File: src/rtl/pc_fetch_stage.sv
// pc_fetch_stage: instruction-fetch front end.
// Owns the PC register and runs a four-state fetch sequencer
// (IDLE -> REQ -> WAIT -> HOLD -> REQ ...). The sequential next PC comes from an
// external incrementer (pc_plus4_in = pc_out + 4). Jump/branch redirects replace
// the PC, and a flag marks any in-flight fetch as stale.
// Optional feature: define FETCH_ALIGN_CHECK_EN to add the sticky misalign_err
// output. Redirects to non-word-aligned targets are then reported and ignored.
// dbg_state exposes the sequencer state so that checkers can bind to it.
//
// Handshakes:
//   imem_req/imem_addr : imem_req is a one-cycle pulse, and imem_addr == pc_out
//                        while it is high. At most one request is outstanding.
//                        imem_rvalid qualifies imem_rdata, and the state machine
//                        samples it only in WAIT.
//   if_valid/id_ready  : a transfer happens on a cycle where if_valid && id_ready.
//                        The payload (if_instr, if_pc, if_pc_plus4) does not
//                        change while if_valid is high and the transfer is pending.
module pc_fetch_stage #(
    parameter logic [31:0] RESET_PC = 32'h0000_0000
) (
    input  logic        clk,
    input  logic        reset,
    output logic [31:0] pc_out,
    input  logic [31:0] pc_plus4_in,
    input  logic        jump,
    input  logic [31:0] jump_target,
    input  logic        branch_taken,
    input  logic [31:0] branch_target,
    output logic        imem_req,
    output logic [31:0] imem_addr,
    input  logic        imem_rvalid,
    input  logic [31:0] imem_rdata,
    output logic        if_valid,
    output logic [31:0] if_instr,
    output logic [31:0] if_pc,
    output logic [31:0] if_pc_plus4,
    input  logic        id_ready,
`ifdef FETCH_ALIGN_CHECK_EN
    output logic        misalign_err,
`endif
    output logic [1:0]  dbg_state
);

    typedef enum logic [1:0] {
        S_IDLE = 2'd0,
        S_REQ  = 2'd1,
        S_WAIT = 2'd2,
        S_HOLD = 2'd3
    } state_e;

    state_e      state_q, state_d;
    logic [31:0] pc_q, pc_d;
    logic        kill_q, kill_d;
    logic        imem_req_q, imem_req_d;
    logic        if_valid_q, if_valid_d;
    logic [31:0] if_instr_q, if_instr_d;
    logic [31:0] if_pc_q, if_pc_d;
    logic [31:0] if_pc_plus4_q, if_pc_plus4_d;

    logic        redirect_req;
    logic [31:0] redirect_tgt;
    logic        redirect;

`ifdef FETCH_ALIGN_CHECK_EN
    logic        misalign_hit;
    logic        misalign_err_q, misalign_err_d;
`endif

    // Redirect decode: jump has priority over branch, and redirects are ignored in IDLE.
    always_comb begin
        redirect_req = jump | branch_taken;
        redirect_tgt = jump ? jump_target : branch_target;
`ifdef FETCH_ALIGN_CHECK_EN
        misalign_hit   = (state_q != S_IDLE) && redirect_req && (redirect_tgt[1:0] != 2'b00);
        redirect       = (state_q != S_IDLE) && redirect_req && !misalign_hit;
        misalign_err_d = misalign_err_q | misalign_hit;
`else
        redirect       = (state_q != S_IDLE) && redirect_req;
`endif
    end

    // Next-state and next-output logic for the fetch sequencer.
    always_comb begin
        state_d       = state_q;
        pc_d          = pc_q;
        kill_d        = kill_q;
        if_valid_d    = if_valid_q;
        if_instr_d    = if_instr_q;
        if_pc_d       = if_pc_q;
        if_pc_plus4_d = if_pc_plus4_q;

        case (state_q)
            S_IDLE: begin
                state_d = S_REQ;
            end
            S_REQ: begin
                state_d = S_WAIT;
                if (redirect) begin
                    // The request going out this cycle is for the old PC.
                    pc_d   = redirect_tgt;
                    kill_d = 1'b1;
                end
            end
            S_WAIT: begin
                if (redirect) begin
                    pc_d = redirect_tgt;
                end
                if (imem_rvalid) begin
                    if (kill_q || redirect) begin
                        // This response belongs to a stale request, so drop it and refetch.
                        kill_d  = 1'b0;
                        state_d = S_REQ;
                    end else begin
                        if_instr_d    = imem_rdata;
                        if_pc_d       = pc_q;
                        if_pc_plus4_d = pc_plus4_in;
                        if_valid_d    = 1'b1;
                        state_d       = S_HOLD;
                    end
                end else if (redirect) begin
                    kill_d = 1'b1;
                end
            end
            S_HOLD: begin
                if (redirect) begin
                    // The redirect target takes priority over the sequential PC, even if decode accepts this cycle.
                    pc_d       = redirect_tgt;
                    if_valid_d = 1'b0;
                    state_d    = S_REQ;
                end else if (id_ready) begin
                    pc_d       = pc_plus4_in;
                    if_valid_d = 1'b0;
                    state_d    = S_REQ;
                end
            end
            default: begin
                state_d = S_IDLE;
            end
        endcase

        imem_req_d = (state_d == S_REQ);
    end

    // State and output registers with synchronous active-high reset.
    always_ff @(posedge clk) begin
        if (reset) begin
            state_q       <= S_IDLE;
            pc_q          <= RESET_PC;
            kill_q        <= 1'b0;
            imem_req_q    <= 1'b0;
            if_valid_q    <= 1'b0;
            if_instr_q    <= 32'h0;
            if_pc_q       <= 32'h0;
            if_pc_plus4_q <= 32'h0;
`ifdef FETCH_ALIGN_CHECK_EN
            misalign_err_q <= 1'b0;
`endif
        end else begin
            state_q       <= state_d;
            pc_q          <= pc_d;
            kill_q        <= kill_d;
            imem_req_q    <= imem_req_d;
            if_valid_q    <= if_valid_d;
            if_instr_q    <= if_instr_d;
            if_pc_q       <= if_pc_d;
            if_pc_plus4_q <= if_pc_plus4_d;
`ifdef FETCH_ALIGN_CHECK_EN
            misalign_err_q <= misalign_err_d;
`endif
        end
    end

    assign pc_out      = pc_q;
    assign imem_req    = imem_req_q;
    assign imem_addr   = pc_q;
    assign if_valid    = if_valid_q;
    assign if_instr    = if_instr_q;
    assign if_pc       = if_pc_q;
    assign if_pc_plus4 = if_pc_plus4_q;
    assign dbg_state   = state_q;
`ifdef FETCH_ALIGN_CHECK_EN
    assign misalign_err = misalign_err_q;
`endif

endmodule

File: config.mk
export PLATFORM = sky130hd
export DESIGN_NAME = pc_fetch_stage
export DESIGN_NICKNAME = d
export VERILOG_FILES = /design/src/rtl/pc_fetch_stage.sv
export SDC_FILE = /design/constraint.sdc
export NUM_CORES = 1
export LEC_CHECK = 0
export ABC_AREA = 1
export BUFFER_PORTS_ARGS = -buffer_cell sky130_fd_sc_hd__buf_2
export CAP_MARGIN = 15
export CORE_UTILIZATION = 30
export DETAILED_ROUTE_END_ITERATION = 12
export GPL_ROUTABILITY_DRIVEN = 0
export GPL_TIMING_DRIVEN = 0
export PLACE_DENSITY = 0.67
export REMOVE_ABC_BUFFERS = 1
export SETUP_SLACK_MARGIN = 0.15
export SLEW_MARGIN = 20
export SYNTH_ARGS = -nofsm -noshare
export SYNTH_HDL_FRONTEND = slang
export SYNTH_SLANG_ARGS = --single-unit
File: constraint.sdc
create_clock -name clk -period 1.45 [get_ports clk]
set_input_delay 0.2175 -clock clk [delete_from_list [all_inputs] [get_ports clk]]
set_output_delay 0.2175 -clock clk [all_outputs]
set_load 0.02 [all_outputs]
==> metrics.txt <==
status finished, violations left; failing checks setup timing; register area share after synthesis between 40% and 50%; crit path cell chain inv_4 > ha_4 > inv_2 > o21ai_4 > buf_12 > nand3_4 > buf_12 > buf_8 > clkbuf_16 > nand2_2 > a21oi_1; Die Y between 100 and 150 um; WL final around 29,000 um; Layout area overhead 70.7%; hpwl dp roughly 13,000 um; Post-CTS Hold Buffers 0; ANT nets after route 0; DR iter-0 viols about 340; count of different cell masters after synthesis 24; die width roughly 150 um; drt first pass iters 5; Clk pin slew, worst setup/hold paths 0.07 ns; post-layout total power roughly 16 mW; # rows 52; Period minus WS final ~1.8 ns; final worst slack -0.306 ns; Initial Util ~31%; Syn Inst Count 892; Worst Path Required approximately 1.7 ns; ANT cells 0; RSZ-0062 raised after global routing yes; DR vias/cell between 5 and 6; maxcap violations 0; Sum Neg Setup Slack -25.53 ns; Area contributors post-synth dfxtp_1, nand3_1, nand2_1, a21oi_1, inv_1; core area 20,300 um2; Fmax ~570 MHz; Num CTS Buffers 17; proportion of layout cells with a drive suffix above 1 roughly half; Synth Cell Area around 6200 um2; footprint of the multi-input gates 3690 um2; Worst VDD drop between 0.0008 and 0.0009 V; IO Pins 298; Lkg Pwr around 4.8 nW; Buffers & Inverters on Critical Path 6; Syn. warnings 0; # DRC 0; Hold Vio Cnt, Final 0; H-tree levels 4; first-pass GRT wire length 39,500 um; DP Worst Slack -2.11 ns; syn avg cell area around 7 um2; clock root buffer master clkbuf_16; WHS 0.0597 ns; Final Cycle Share 121%; Filler cells 1,870; type of destination of the critical path flip-flop; Clock Tree Buf Depth 2; WL/cell roughly 20 um; Min-Delay Path Class input port to flip-flop; relative slew slack a little under three fifths; largest net degree at the start of global routing 72; global route overflow 0; Worst Max-Slew Pin Slew about 0.65 ns; flop and latch count out of synthesis roughly 130; arrival time of the worst setup path ~2.0 ns; Placed Area 7640 um2; CP Launch Type flip-flop; post-synth top area share about 43%; Clock Sinks around 130; fin util a little over half; non-filler cells, final ~1,500; crit-path max FO 7; critical path's top delay family buffers and inverters; die area ~21,000 um2; nets 1,328; initial antenna violation count 0; setup violators final 131; Overall Global Routing Usage about 25%; Max stage delay cell, worst path dfxtp_4; placed cells ~1,400; post-route cell area approximately 11,000 um2; clk_skew ~0.021 ns; clk_lat worst skew between 0.4 and 0.5 ns; vias in the first global route 6,594; Register Area ~2700 um2; largest stage delay on the critical path approximately 0.37 ns; DR vias between 7,000 and 8,000; Setup Crit Path Kind flip-flop to flip-flop; Power Dens Cells about 1500 nW/um2; CTS tree built; area leader, netlist dfxtp_1; Pins Over Slew Limit 0; IO buf count between 200 and 300; Crit path top cell by count buf_12
## cells by family after synthesis
kind of cell	after synthesis	share of synthesized area [%]
flip-flops	133	42.8
adder cells (fa/ha/maj)	6	1.21
buffers and inverters	211	16.4
AND/OR/NAND/NOR	379	26.4
AO/OA/AOI/OAI	163	13.2
## report_power, final
part	internal (mW)	switching, mW	total, mW	leakage (nW)
Combinational	2.61	3.96	6.56	3.45
Sequential	4.05	0.414	4.47	1.08
Clock	2.95	1.77	4.73	0.305
Total	9.62	6.14	15.8	4.84
## layout by cell type (no fill, tap or decap), types with 2 or more instances in the layout
master / Yosys / layout
nor2_1: 9 / 8
inv_2: 2 / 2
clkinv_4: 0 / 4
nand2_2: 1 / 40
bufinv_16: 0 / 4
ha_1: 6 / 2
inv_6: 0 / 5
nand3_2: 1 / 33
buf_6: 6 / 7
nand2_4: 0 / 23
a21oi_1: 128 / 67
dfxtp_2: 0 / 2
nand3_4: 0 / 20
inv_12: 0 / 2
dfxtp_4: 0 / 2
buf_8: 0 / 4
buf_2: 30 / 293
bufbuf_16: 0 / 4
dfxtp_1: 133 / 129
buf_16: 0 / 15
nand2_1: 201 / 135
a21oi_2: 0 / 61
nor3_1: 2 / 2
o21ai_0: 32 / 32
and2_4: 0 / 5
buf_4: 39 / 16
inv_1: 107 / 101
clkbuf_16: 0 / 23
inv_16: 0 / 2
buf_12: 0 / 18
nand3_1: 161 / 115
ha_4: 0 / 3
clkinvlp_4: 0 / 3
inv_4: 0 / 3
nand2_8: 0 / 6
## timing repair
item,4_1_cts,5_1_grt
pin swaps,31,69
buffers inserted,36,4
endpoints found under the setup margin,135,138
resized for setup,166,150
gates cloned,29,7
endpoints found under the hold margin,0,0
## synth_stat cells
cell and count:
o21bai_1 1, nand3_1 161, dfxtp_1 133, o21ai_0 32, nand3_2 1, nor3_1 2, buf_1 7, ha_1 6
nand2_1 201, o211ai_1 1, nand4_1 1, buf_2 30, nand2_2 1, nor2_1 9, inv_2 2, clkbuf_1 20
o21ai_1 1, inv_1 107, buf_6 6, nor4_1 1, and2_1 1, a21oi_1 128, or2_2 1, buf_4 39
## worst reg2reg max path: stages (launching register included)
cell       delay, ns
dfxtp_4         0.37
inv_4           0.08
ha_4            0.13
inv_2           0.04
o21ai_4         0.13
buf_12          0.16
nand3_4         0.11
buf_12          0.17
buf_8           0.13
clkbuf_16       0.17
nand2_2         0.06
a21oi_1         0.05
## area by class of cell
class,count,share of cell area [%]
sequential,133,25.2
timing repair inverter,4,0.471
clock buffer,19,4.17
clock inverter,13,1.85
inverter,109,4.26
timing repair buffer,363,26.2
multi-input combinational,560,34.8
tap,270,3.18
## path summary, 6_finish.rpt
| kind | startpoint | endpoint | slack [ns] | depth (start not counted) |
|---|---|---|---|---|
| max reg2reg | dbg_state[0] | if_pc[25] | -0.31 | 11 |
| max | dbg_state[0] | if_pc[25] | -0.31 | 11 |
| min reg2reg | if_pc[5] | if_pc[5] | 0.45 | 2 |
| min | imem_rdata[6] | if_instr[6] | 0.06 | 3 |
## registers in the layout (all words and copies together), names as in the netlist
name	flops
dbg_state	2
imem_req	1
if_valid	1
imem_addr	32
if_pc_plus4	32
if_instr	32
kill_q	1
if_pc	32
## per-layer routing
metal,GRT usage [%],wire [um]
met1,29.5,11400
met2,42.6,14300
met3,6.44,2370
met4,9.74,832
met5,0,0
No activity file was read; power rests on OpenSTA's default activity.
